`config.mk`:
```
export PLATFORM = sky130hd
export DESIGN_NAME = mem_port_arbiter_flat
export DESIGN_NICKNAME = d
export VERILOG_FILES = /design/src/rtl/mem_port_arbiter_pkg.sv /design/src/rtl/mem_port_arbiter_if.sv /design/src/rtl/mem_port_arbiter_timeout_ctr.sv /design/src/rtl/mem_port_arbiter.sv /design/src/flat_wrapper.sv
export SDC_FILE = /design/constraint.sdc
export NUM_CORES = 1
export LEC_CHECK = 0
export CAP_MARGIN = 15
export CORE_AREA = 2 2 105 107
export DETAILED_ROUTE_END_ITERATION = 10
export DIE_AREA = 0 0 107 109
export GPL_TIMING_DRIVEN = 0
export PLACE_DENSITY_LB_ADDON = 0.1
export SYNTH_ARGS = -nofsm -noshare
export SYNTH_HDL_FRONTEND = slang
export SYNTH_SLANG_ARGS = --single-unit
```
`constraint.sdc`:
```
create_clock -name clk -period 4.1 [get_ports clk]
set_clock_uncertainty 0.2 [all_clocks]
set_input_delay 1.23 -clock clk [delete_from_list [all_inputs] [get_ports clk]]
set_output_delay 1.23 -clock clk [all_outputs]
set_load 0.02 [all_outputs]
```
`src/rtl/mem_port_arbiter_pkg.sv`:
```
// Shared encodings and default sizes for the CPU memory path
// (arbiter, CPU FSM and IMemory all import this).
package cpu_mem_pkg;

  localparam int DEF_ADDR_W  = 10;
  localparam int DEF_DATA_W  = 32;
  localparam int DEF_TIMEOUT = 15;

  typedef enum logic [1:0] {
    ST_IDLE = 2'd0,
    ST_BUSY = 2'd1,
    ST_RESP = 2'd2
  } state_t;

  typedef enum logic {
    GNT_IF = 1'b0,
    GNT_DM = 1'b1
  } gnt_t;

endpackage

```
`src/rtl/mem_port_arbiter_if.sv`:
```
// Fetch port, data port and memory-side signals of the shared memory arbiter.
// slave = arbiter view, master = requesters plus memory.
interface mem_port_arbiter_if #(
  parameter int ADDR_W = cpu_mem_pkg::DEF_ADDR_W,
  parameter int DATA_W = cpu_mem_pkg::DEF_DATA_W
) ();

  logic              if_req;
  logic [ADDR_W-1:0] if_addr;
  logic              if_done;
  logic [DATA_W-1:0] if_rdata;
  logic              if_err;

  logic              dm_req;
  logic              dm_we;
  logic [ADDR_W-1:0] dm_addr;
  logic [DATA_W-1:0] dm_wdata;
  logic              dm_done;
  logic [DATA_W-1:0] dm_rdata;
  logic              dm_err;

  logic              mem_en;
  logic              mem_we;
  logic [ADDR_W-1:0] mem_addr;
  logic [DATA_W-1:0] mem_wdata;
  logic [DATA_W-1:0] mem_rdata;
  logic              mem_ready;

  logic              busy;

  modport slave (
    input  if_req, if_addr,
    output if_done, if_rdata, if_err,
    input  dm_req, dm_we, dm_addr, dm_wdata,
    output dm_done, dm_rdata, dm_err,
    output mem_en, mem_we, mem_addr, mem_wdata,
    input  mem_rdata, mem_ready,
    output busy
  );

  modport master (
    output if_req, if_addr,
    input  if_done, if_rdata, if_err,
    output dm_req, dm_we, dm_addr, dm_wdata,
    input  dm_done, dm_rdata, dm_err,
    input  mem_en, mem_we, mem_addr, mem_wdata,
    output mem_rdata, mem_ready,
    input  busy
  );

endinterface

```
`src/rtl/mem_port_arbiter_timeout_ctr.sv`:
```
// Loadable up-counter measuring BUSY cycles; expire_o flags the last allowed
// cycle. A TIMEOUT of 0 disables expiry entirely.
module mem_timeout_ctr #(
  parameter  int TIMEOUT = cpu_mem_pkg::DEF_TIMEOUT,
  localparam int CW      = (TIMEOUT < 2) ? 1 : $clog2(TIMEOUT + 1)
) (
  input  logic          clk,
  input  logic          reset_n,
  input  logic          clr_i,
  input  logic          load_i,
  input  logic [CW-1:0] load_val_i,
  input  logic          en_i,
  output logic          expire_o
);

  logic [CW-1:0] cnt_q;

  always_ff @(posedge clk or negedge reset_n) begin
    if (!reset_n) begin
      cnt_q <= '0;
    end else if (clr_i) begin
      cnt_q <= '0;
    end else if (load_i) begin
      cnt_q <= load_val_i;
    end else if (en_i) begin
      cnt_q <= cnt_q + 1'b1;
    end
  end

  // cnt_q counts completed BUSY cycles, so TIMEOUT-1 marks the TIMEOUT-th one
  generate
    if (TIMEOUT == 0) begin : g_off
      assign expire_o = 1'b0;
    end else begin : g_on
      assign expire_o = en_i && (cnt_q == CW'(TIMEOUT - 1));
    end
  endgenerate

endmodule

```
`src/rtl/mem_port_arbiter.sv`:
```
// Round-robin arbiter sharing one single-ported memory between instruction
// fetch and data access, with variable-latency ready and timeout completion.
module mem_port_arbiter
  import cpu_mem_pkg::*;
#(
  parameter int ADDR_W  = DEF_ADDR_W,
  parameter int DATA_W  = DEF_DATA_W,
  parameter int TIMEOUT = DEF_TIMEOUT
) (
  input logic              clk,
  input logic              reset_n,
  mem_port_arbiter_if.slave bus
);

  state_t            state_q;
  gnt_t              last_q;
  gnt_t              grant_q;
  gnt_t              grant_d;
  logic              mem_en_q;
  logic              mem_we_q;
  logic [ADDR_W-1:0] mem_addr_q;
  logic [DATA_W-1:0] mem_wdata_q;
  logic              if_done_q;
  logic              if_err_q;
  logic [DATA_W-1:0] if_rdata_q;
  logic              dm_done_q;
  logic              dm_err_q;
  logic [DATA_W-1:0] dm_rdata_q;
  logic              busy_q;
  logic              tie;
  logic              expire;
  logic              ctr_en;
  logic              ctr_clr;

  // A tie goes to whichever port did not win the previous tie
  always_comb begin
    tie     = bus.if_req && bus.dm_req;
    grant_d = GNT_IF;
    if (tie) begin
      grant_d = (last_q == GNT_IF) ? GNT_DM : GNT_IF;
    end else if (bus.dm_req) begin
      grant_d = GNT_DM;
    end
  end

  assign ctr_en  = (state_q == ST_BUSY);
  assign ctr_clr = !ctr_en || bus.mem_ready || expire;

  mem_timeout_ctr #(.TIMEOUT(TIMEOUT)) u_timeout_ctr (
    .clk        (clk),
    .reset_n    (reset_n),
    .clr_i      (ctr_clr),
    .load_i     (1'b0),
    .load_val_i ('0),
    .en_i       (ctr_en),
    .expire_o   (expire)
  );

  always_ff @(posedge clk or negedge reset_n) begin
    if (!reset_n) begin
      state_q     <= ST_IDLE;
      last_q      <= GNT_IF;
      grant_q     <= GNT_IF;
      mem_en_q    <= 1'b0;
      mem_we_q    <= 1'b0;
      mem_addr_q  <= '0;
      mem_wdata_q <= '0;
      if_done_q   <= 1'b0;
      if_err_q    <= 1'b0;
      if_rdata_q  <= '0;
      dm_done_q   <= 1'b0;
      dm_err_q    <= 1'b0;
      dm_rdata_q  <= '0;
      busy_q      <= 1'b0;
    end else begin
      if_done_q <= 1'b0;
      dm_done_q <= 1'b0;
      if_err_q  <= 1'b0;
      dm_err_q  <= 1'b0;
      case (state_q)
        ST_IDLE: begin
          if (bus.if_req || bus.dm_req) begin
            if (tie) begin
              last_q <= grant_d;
            end
            grant_q     <= grant_d;
            mem_addr_q  <= (grant_d == GNT_DM) ? bus.dm_addr : bus.if_addr;
            mem_we_q    <= (grant_d == GNT_DM) && bus.dm_we;
            mem_wdata_q <= (grant_d == GNT_DM) ? bus.dm_wdata : '0;
            mem_en_q    <= 1'b1;
            busy_q      <= 1'b1;
            state_q     <= ST_BUSY;
          end
        end
        ST_BUSY: begin
          if (bus.mem_ready) begin
            if (grant_q == GNT_IF) begin
              if_rdata_q <= bus.mem_rdata;
              if_done_q  <= 1'b1;
            end else begin
              if (!mem_we_q) begin
                dm_rdata_q <= bus.mem_rdata;
              end
              dm_done_q <= 1'b1;
            end
            mem_en_q <= 1'b0;
            mem_we_q <= 1'b0;
            state_q  <= ST_RESP;
          end else if (expire) begin
            if (grant_q == GNT_IF) begin
              if_done_q <= 1'b1;
              if_err_q  <= 1'b1;
            end else begin
              dm_done_q <= 1'b1;
              dm_err_q  <= 1'b1;
            end
            mem_en_q <= 1'b0;
            mem_we_q <= 1'b0;
            state_q  <= ST_RESP;
          end
        end
        ST_RESP: begin
          busy_q  <= 1'b0;
          state_q <= ST_IDLE;
        end
        default: begin
          busy_q   <= 1'b0;
          mem_en_q <= 1'b0;
          mem_we_q <= 1'b0;
          state_q  <= ST_IDLE;
        end
      endcase
    end
  end

  assign bus.if_done   = if_done_q;
  assign bus.if_err    = if_err_q;
  assign bus.if_rdata  = if_rdata_q;
  assign bus.dm_done   = dm_done_q;
  assign bus.dm_err    = dm_err_q;
  assign bus.dm_rdata  = dm_rdata_q;
  assign bus.mem_en    = mem_en_q;
  assign bus.mem_we    = mem_we_q;
  assign bus.mem_addr  = mem_addr_q;
  assign bus.mem_wdata = mem_wdata_q;
  assign bus.busy      = busy_q;

endmodule

```
`src/flat_wrapper.sv`:
```
// flat-port wrapper written by rule: the top's interface ports become plain ports
module mem_port_arbiter_flat import cpu_mem_pkg::*;
#(
  parameter int ADDR_W  = DEF_ADDR_W,
  parameter int DATA_W  = DEF_DATA_W,
  parameter int TIMEOUT = DEF_TIMEOUT
)
  (clk, reset_n, bus_if_req, bus_if_addr, bus_if_done, bus_if_rdata, bus_if_err, bus_dm_req, bus_dm_we, bus_dm_addr, bus_dm_wdata, bus_dm_done, bus_dm_rdata, bus_dm_err, bus_mem_en, bus_mem_we, bus_mem_addr, bus_mem_wdata, bus_mem_rdata, bus_mem_ready, bus_busy);
  mem_port_arbiter_if #(.ADDR_W(ADDR_W), .DATA_W(DATA_W)) bus_i ();
  input logic clk;
  input logic reset_n;
  input wire logic [$bits(bus_i.if_req)-1:0] bus_if_req;
  input wire logic [$bits(bus_i.if_addr)-1:0] bus_if_addr;
  output wire logic [$bits(bus_i.if_done)-1:0] bus_if_done;
  output wire logic [$bits(bus_i.if_rdata)-1:0] bus_if_rdata;
  output wire logic [$bits(bus_i.if_err)-1:0] bus_if_err;
  input wire logic [$bits(bus_i.dm_req)-1:0] bus_dm_req;
  input wire logic [$bits(bus_i.dm_we)-1:0] bus_dm_we;
  input wire logic [$bits(bus_i.dm_addr)-1:0] bus_dm_addr;
  input wire logic [$bits(bus_i.dm_wdata)-1:0] bus_dm_wdata;
  output wire logic [$bits(bus_i.dm_done)-1:0] bus_dm_done;
  output wire logic [$bits(bus_i.dm_rdata)-1:0] bus_dm_rdata;
  output wire logic [$bits(bus_i.dm_err)-1:0] bus_dm_err;
  output wire logic [$bits(bus_i.mem_en)-1:0] bus_mem_en;
  output wire logic [$bits(bus_i.mem_we)-1:0] bus_mem_we;
  output wire logic [$bits(bus_i.mem_addr)-1:0] bus_mem_addr;
  output wire logic [$bits(bus_i.mem_wdata)-1:0] bus_mem_wdata;
  input wire logic [$bits(bus_i.mem_rdata)-1:0] bus_mem_rdata;
  input wire logic [$bits(bus_i.mem_ready)-1:0] bus_mem_ready;
  output wire logic [$bits(bus_i.busy)-1:0] bus_busy;
  assign bus_i.if_req = bus_if_req;
  assign bus_i.if_addr = bus_if_addr;
  assign bus_if_done = bus_i.if_done;
  assign bus_if_rdata = bus_i.if_rdata;
  assign bus_if_err = bus_i.if_err;
  assign bus_i.dm_req = bus_dm_req;
  assign bus_i.dm_we = bus_dm_we;
  assign bus_i.dm_addr = bus_dm_addr;
  assign bus_i.dm_wdata = bus_dm_wdata;
  assign bus_dm_done = bus_i.dm_done;
  assign bus_dm_rdata = bus_i.dm_rdata;
  assign bus_dm_err = bus_i.dm_err;
  assign bus_mem_en = bus_i.mem_en;
  assign bus_mem_we = bus_i.mem_we;
  assign bus_mem_addr = bus_i.mem_addr;
  assign bus_mem_wdata = bus_i.mem_wdata;
  assign bus_i.mem_rdata = bus_mem_rdata;
  assign bus_i.mem_ready = bus_mem_ready;
  assign bus_busy = bus_i.busy;
  mem_port_arbiter #(.ADDR_W(ADDR_W), .DATA_W(DATA_W), .TIMEOUT(TIMEOUT)) u_core (.clk(clk), .reset_n(reset_n), .bus(bus_i));
endmodule
```
==> results of run 1 <==
through the flow:
step                hold slack, ns  cells  setup TNS (ns)  worst slack, ns
CTS                          0.306    666               0             1.09
finish                       0.301    666               0             1.13
global route                 0.314    666               0             1.08
detailed placement           0.291    634               0            0.694
global placement             0.272    633         -363.82            -3.02
floorplan                    0.255    291               0             1.56
layout make-up:
cell class	instances	area, um^2
buffer	15	103
clock buffer	24	490
clock inverter	8	67.6
fill	757	3210
inverter	3	11.3
multi-input combinational	152	1470
sequential	121	3030
tap	140	175
timing repair buffer	203	2050
worst register-to-register path: stages, from the launching register on:
cell and delay, ns:
dfrtp_1 0.43, nand3b_1 0.23, nor3b_2 0.56, buf_6 0.25, mux2_2 0.35
cell families (layout without fill, tap and decap cells):
logic type,Yosys count,in the layout
compound gates,41,41
xor+xnor,3,3
fa+ha+maj,2,2
buf+inv,18,253
flops,121,121
mux,84,84
simple gates,22,22
cells in the final DEF (no fill, tap or decap), types with 2 or more instances in the layout:
master           synthesis  layout
mux2_2                  84      84
nand2_1                  4       4
buf_6                    4       5
and3_1                   3       3
clkbuf_16                0      16
buf_4                    3       3
nand3_1                  3       3
a21bo_2                  2       2
clkbuf_1                 4       6
xnor2_1                  2       2
dfrtp_1                121     121
clkdlybuf4s50_1          0     201
nor2_1                   7       7
buf_2                    4       4
clkinv_2                 0       6
clkbuf_8                 0       6
inv_1                    3       3
ha_1                     2       2
a22o_1                  33      33
registers in the layout, indices dropped and copies added (netlist names), 2 cells and up:
register / cells
u_core.bus.dm_rdata: 32
u_core.bus.if_rdata: 32
u_core.u_timeout_ctr.cnt_q: 4
u_core.bus.mem_addr: 10
u_core.state_q: 2
u_core.bus.mem_wdata: 32
worst min-delay path by stage:
stage	depth (start not counted)	slack, ns	to	from
after floorplan	1	0.25	u_core.u_timeout_ctr.cnt_q[0]	u_core.u_timeout_ctr.cnt_q[0]
after global placement	1	0.27	u_core.u_timeout_ctr.cnt_q[0]	u_core.u_timeout_ctr.cnt_q[0]
after detailed placement	1	0.29	u_core.bus.mem_wdata[25]	u_core.bus.mem_wdata[25]
after CTS	1	0.31	u_core.last_q	u_core.last_q
after global routing	1	0.31	u_core.bus.dm_rdata[22]	u_core.bus.dm_rdata[22]
final	1	0.30	u_core.u_timeout_ctr.cnt_q[0]	u_core.u_timeout_ctr.cnt_q[0]
synth_stat cells:
master / n / area, um^2
inv_1: 3 / 11.3
o211a_1: 1 / 10.0
ha_1: 2 / 25.0
xnor2_1: 2 / 17.5
buf_4: 3 / 22.5
nor2b_1: 1 / 6.26
nand3b_1: 1 / 7.51
buf_6: 4 / 45.0
xor2_1: 1 / 8.76
and3_1: 3 / 18.8
nand2_1: 4 / 15.0
nor3b_2: 1 / 12.5
o21ai_0: 1 / 5.00
o21ai_2: 1 / 8.76
dfrtp_1: 121 / 3030
a21bo_2: 2 / 20.0
o2bb2ai_1: 1 / 8.76
and2_1: 1 / 6.26
buf_2: 4 / 20.0
a21o_1: 1 / 7.51
clkbuf_1: 4 / 15.0
a22o_1: 33 / 289
nor3b_1: 1 / 7.51
o21ba_2: 1 / 10.0
mux2_2: 84 / 946
nor2_1: 7 / 26.3
nand3_1: 3 / 15.0
power breakdown:
group / internal [mW] / switching (mW) / total [mW]
sequential: 1.75 / 0.311 / 2.06
combinational: 1.52 / 1.31 / 2.83
clock: 0.877 / 0.494 / 1.37
total: 4.15 / 2.11 / 6.26
layer usage:
metal	global-route usage	up-vias
met2	0.337	148
met1	0.225	1609
met3	0.0956	14
met5	0	-
met4	0.0779	0
li1	-	1496
==> results.md, run 1 <==
* Status: complete, no violations
* VDD IR max at roughly 450 uV
* P_leak at 3.19 nW
* Hold Violations, Final at 0
* GPL Wtd Cong at 0.707
* Worst setup endpoint: bus_mem_we
* Gr ovfl total at 0
* Synth warn at 0
* Detail Route met3 WL at 1160 um
* Pin count of the biggest net entering global routing at 92
* Post-DP HPWL at approximately 8100 um
* DP Area at 6840 um^2
* Via density at about 5
* Max-slew violation count at 0
* Synth Area in Adders at 0.00542
* Cells after Synth at 291
* Vias at 3267
* R2R Setup Slk at ~2.0 ns
* Initial DRC Count at 114
* Final net count at approximately 610
* Synth Cell Area at 4610 um^2
* H-tree levels at 4
* Max Clk Rate at roughly 340 MHz
* PD cells at ~850 nW/um^2
* CP bufs+invs at 1
* CP required at 2.67 ns
* Worst skew pair latency at 0.50 ns
* Area delta synth->final at 60.3%
* Setup crit end kind: primary output
* Sequential area share after synthesis at 0.656
* GRT Util Overall at 0.202
* Crit-path slowest cell: clkdlybuf4s50_1
* XOR/XNOR Fraction of Synth Area at 0.00570
* Routed Antenna Nets at 0
* Die H at 109 um
* Initial antenna violation count at 0
* MaxCap Viol Count at 0
* Detailed Routing Iterations Pass 1 at 4
* Crit share post-route at 0.726
* First-pass GRT wire length at 17800 um
* CP Cell Sequence: clkdlybuf4s50_1
* Port Buffers at 202
* Seq cells post-synth at 121
* Post-CTS setup buffers at 0
* Simple-Gate Fraction of Synth Area at 0.0250
* # IOs at ~200
* Biggest cell delay along the critical path at 0.63 ns
* Worst-Margin Slew at about 0.6 ns
* Cell row count at 38
* Reg clk slew, reported paths at 0.06 ns
* FF-to-FF End: u_core.bus.dm_rdata[8]
* Slew HR at 0.594
* Fin area at 7400 um^2
* CP Max Fanout at 3
* Setup violations, final at 0
* Critical Path Source Type: register
* Mux cell area share after synthesis at 0.205
* Clock root cell: clkbuf_8
* Critical Path AT at 1.54 ns
* Cell depth of the worst flop-to-flop path at 4
* RSZ-0062 raised after global routing: false
* Routed length per instance at about 17 um
* Core Util, Final at 0.698
* Pwr Total at 6.26 mW
* CP Launch Point: u_core.bus.mem_we
* Ant. Diodes at 0
* Clock Sinks at 121
* Die W at between 100 and 150 um
* CTS buffer count at 17
* Core outline area at 10600 um^2
* Cts repair resizes at 0
* Synth Area per Inst at between 15 and 20 um^2
* Critical path depth at 1
* Type of the worst setup path: reg -> out
* CTS tree: built
* Net Count, Synth at 383
* WL final at 11200 um
* Combinational family with the most area after synthesis: multiplexers
* Hold Crit Class: reg -> reg
* Library cells used by synthesis at 27
* Die area at 11700 um^2
* CP delay by family, top: buffers and inverters
* Compound-Gate Fraction of Synth Area at 0.0778
* Met2 WL at 5410 um
* Clk buf depth at 2
* Fin crit period at 2.97 ns
* Metal-1 WL at around 4400 um
* Number of remaining DRC errors at 0
* Top routing layer used: met4
* Layout cells sized above 1 at 0.251
* Via count of the first global-routing pass at between 3000 and 4000
* Reg2Reg Launch Point: u_core.state_q[1]
* Initial Utilization at 0.435
* Hold_buf cts at 0
(Power assumes the default switching activity.)
==> run 2: changes to the inputs <==
--- a/config.mk
+++ b/config.mk
@@ -6,9 +6,9 @@
 export NUM_CORES = 1
 export LEC_CHECK = 0
 export CAP_MARGIN = 15
-export CORE_AREA = 2 2 105 107
+export CORE_AREA = 2 2 114 116
 export DETAILED_ROUTE_END_ITERATION = 10
-export DIE_AREA = 0 0 107 109
+export DIE_AREA = 0 0 116 118
 export GPL_TIMING_DRIVEN = 0
 export PLACE_DENSITY_LB_ADDON = 0.1
 export SYNTH_ARGS = -nofsm -noshare
==> constraint.sdc (replaced) <==
create_clock -name clk -period 2.6 [get_ports clk]
set_clock_uncertainty 0.2 [all_clocks]
set_input_delay 0.78 -clock clk [delete_from_list [all_inputs] [get_ports clk]]
set_output_delay 0.78 -clock clk [all_outputs]
set_load 0.02 [all_outputs]
==> run 2 against run 1 <==
  * Count of clock-buffer cells in the layout shrank 3
  * Setup slack got worse by 0.98 ns
  * Utilization is 9.9 points lower
  * Combinational power up 57%
  * Critical path depth up 4
==> results.md, run 2 (synthesis results as in run 1) <==
* Core outline area at 12400 um^2 (was 10600 um^2)
* Switching Share at 0.335 (was 0.338)
* Post-CTS setup buffers at 0 (unchanged)
* Commonest non-fill, non-tap cell in the layout: clkdlybuf4s50_1 (unchanged)
* Fin area at 7430 um^2 (was 7400 um^2)
* Metal-1 WL at 4650 um (was 4440 um)
* Slew HR at 0.607 (was 0.594)
* Routed length per instance at 15.8 um (was 16.8 um)
* Worst setup margin at 0.146 ns (was 1.13 ns)
* Gr ovfl total at 0 (unchanged)
* Met2 WL at 4950 um (was 5410 um)
* Die area at 13700 um^2 (was 11700 um^2)
* WL final at 11000 um (was 11200 um)
* Initial DRC Count at 159 (was 114)
* Clk buf depth at 2 (unchanged)
* Seq. cell area at 3030 um^2 (unchanged)
* VDD IR max at 539 uV (was 454 uV)
* # IOs at 203 (unchanged)
* Layout cells sized above 1 at 0.248 (was 0.251)
* Cell row count at 41 (was 38)
* Hold Crit Class: in -> async (was reg -> reg)
* Port Buffers at 202 (unchanged)
* Int Pwr at 6.57 mW (was 4.15 mW)
* Fillers at 1066 (was 757)
* Critical Path AT at 2.54 ns (was 1.54 ns)
* Pwr Total at 9.87 mW (was 6.26 mW)
* Worst skew pair latency at 0.41 ns (was 0.50 ns)
* Final net count at 605 (unchanged)
* Hold Violations, Final at 0 (unchanged)
* CP required at 2.69 ns (was 2.67 ns)
* GRT Util Overall at 0.166 (was 0.202)
* Critical Path Source Type: input pin (was register)
* First-pass GRT wire length at 17200 um (was 17800 um)
* Pin count of the biggest net entering global routing at 64 (was 92)
* Cts repair resizes at 0 (unchanged)
* Area delta synth->final at 61.1% (was 60.3%)
* Sequential cell fraction of total power at 0.328 (was 0.330)
* Die W at 116 um (was 107 um)
* Comb pwr share at 0.450 (was 0.451)
* PD cells at 1330 nW/um^2 (was 846 nW/um^2)
* Top routing layer used: met4 (unchanged)
* DP Area at 6880 um^2 (was 6840 um^2)
* P_leak at 3.19 nW (about the same)
* Net Switching at 3.30 mW (was 2.11 mW)
* Initial antenna violation count at 0 (unchanged)
* Number of remaining DRC errors at 0 (unchanged)
* Initial Utilization at 0.372 (was 0.435)
* H-tree levels at 4 (unchanged)
* GPL Wtd Cong at 0.747 (was 0.707)
* Setup crit end kind: register (was primary output)
* Clock root cell: clkbuf_16 (was clkbuf_8)
* Clock Sinks at 121 (unchanged)
* Type of the worst setup path: in -> reg (was reg -> out)
* Via count of the first global-routing pass at 3346 (was 3502)
* CTS buffer count at 17 (unchanged)
* Via density at 4.65 (was 4.91)
* Detailed Routing Iterations Pass 1 at 4 (unchanged)
* Core Util, Final at 0.599 (was 0.698)
* Status: complete, no violations (unchanged)
* Place WS at -0.305 ns (was 0.694 ns)
* Multi-input gate area at 1470 um^2 (unchanged)
* MaxCap Viol Count at 0 (unchanged)
* Ant. Diodes at 0 (unchanged)
* Setup TNS at 0 ns (unchanged)
* Max Clk Rate at 407 MHz
* Most frequent cells in the layout: clkdlybuf4s50_1 (201), dfrtp_1 (121), mux2_2 (84) (unchanged)
* Vias at 3239 (was 3267)
* Post-DP HPWL at 8050 um (was 8080 um)
* RSZ-0062 raised after global routing: false (unchanged)
* CP Max Fanout at 10 (was 3)
* Worst-Margin Slew at 0.589 ns (was 0.607 ns)
* Routed Antenna Nets at 0 (unchanged)
* Setup violations, final at 0 (unchanged)
* Fin crit period at 2.45 ns
* Crit share post-route at 0.944
* Proportion of power drawn by the clock network at 0.223 (was 0.219)
* Hold_buf cts at 0 (unchanged)
* Die H at 118 um (was 109 um)
* Detail Route met3 WL at 1260 um (was 1160 um)
* CTS tree: built (unchanged)
* Reg clk slew, reported paths at 0.05 ns (was 0.06 ns)
* Max-slew violation count at 0 (unchanged)
## run 2: cell types whose count changed in the layout (fill, tap and decap cells not counted)
| cell | before | now |
|---|---|---|
| clkbuf_1 | 6 | 7 |
| bufinv_16 | 1 | 2 |
| clkinv_2 | 6 | 7 |
| clkbuf_8 | 6 | 1 |
| clkbuf_16 | 16 | 17 |
## run 2: power groups by stage
| stage | registers, mW | logic, mW | clock network (mW) |
|---|---|---|---|
| after floorplan | 4.26 | 1.26 | 0 |
| after CTS | 3.24 | 4.50 | 2.26 |
| final | 3.23 | 4.44 | 2.20 |
| after global placement | 3.22 | 4.45 | 0 |
| after detailed placement | 3.26 | 4.49 | 0 |
| after global routing | 3.34 | 4.70 | 2.35 |
## run 2: final cells by class
cell class	instances	share of cell area
Clock inverter	10	0.0138
Tap cell	172	0.0290
Multi-Input combinational cell	152	0.198
Timing Repair Buffer	203	0.276
Sequential cell	121	0.407
Clock buffer	21	0.0606
Buffer	15	0.0138
Inverter	3	0.00152
## run 2: critical path: stages
cell	delay (ns)
clkdlybuf4s50_1	0.52
nand3b_1	0.12
nor3b_2	0.52
buf_6	0.24
mux2_2	0.35
## run 2: worst paths after layout
| path | from | to | slack (ns) | cells past startpoint |
|---|---|---|---|---|
| setup reg to reg | u_core.state_q[1] | u_core.bus.dm_rdata[18] | 0.53 | 4 |
| min in group clk | u_core.bus.mem_en | u_core.bus.mem_en | 0.29 | 1 |
| setup / recovery | bus_mem_ready | u_core.bus.dm_rdata[18] | 0.15 | 5 |
| max in group asynchronous | reset_n | u_core.bus.mem_wdata[11] | 1.37 | 2 |
| hold reg to reg | u_core.bus.mem_en | u_core.bus.mem_en | 0.29 | 1 |
| hold / removal | reset_n | u_core.bus.if_rdata[10] | 0.16 | 1 |
## run 2: per-stage QoR
stage	std cells	hold slack (ns)
2_1_floorplan	291	0.255
3_3_place_gp	665	0.272
3_5_place_dp	666	0.279
4_1_cts	697	0.168
5_1_grt	697	0.182
6_report	697	0.155
## run 2: routing by layer
metal  GRT usage  vias up
li1            -     1493
met1       0.195     1576
met2       0.256      160
met3      0.0922       10
met4      0.0536        0
met5           0        -
==> run 3: changes to the inputs <==
--- a/config.mk
+++ b/config.mk
@@ -7,6 +7,7 @@
 export LEC_CHECK = 0
 export CAP_MARGIN = 15
 export CORE_AREA = 2 2 114 116
+export CTS_CLUSTER_SIZE = 10
 export DETAILED_ROUTE_END_ITERATION = 10
 export DIE_AREA = 0 0 116 118
 export GPL_TIMING_DRIVEN = 0
==> results of run 3 <==
Same layout as run 2: the final DEF is identical, and so are final timing and power.
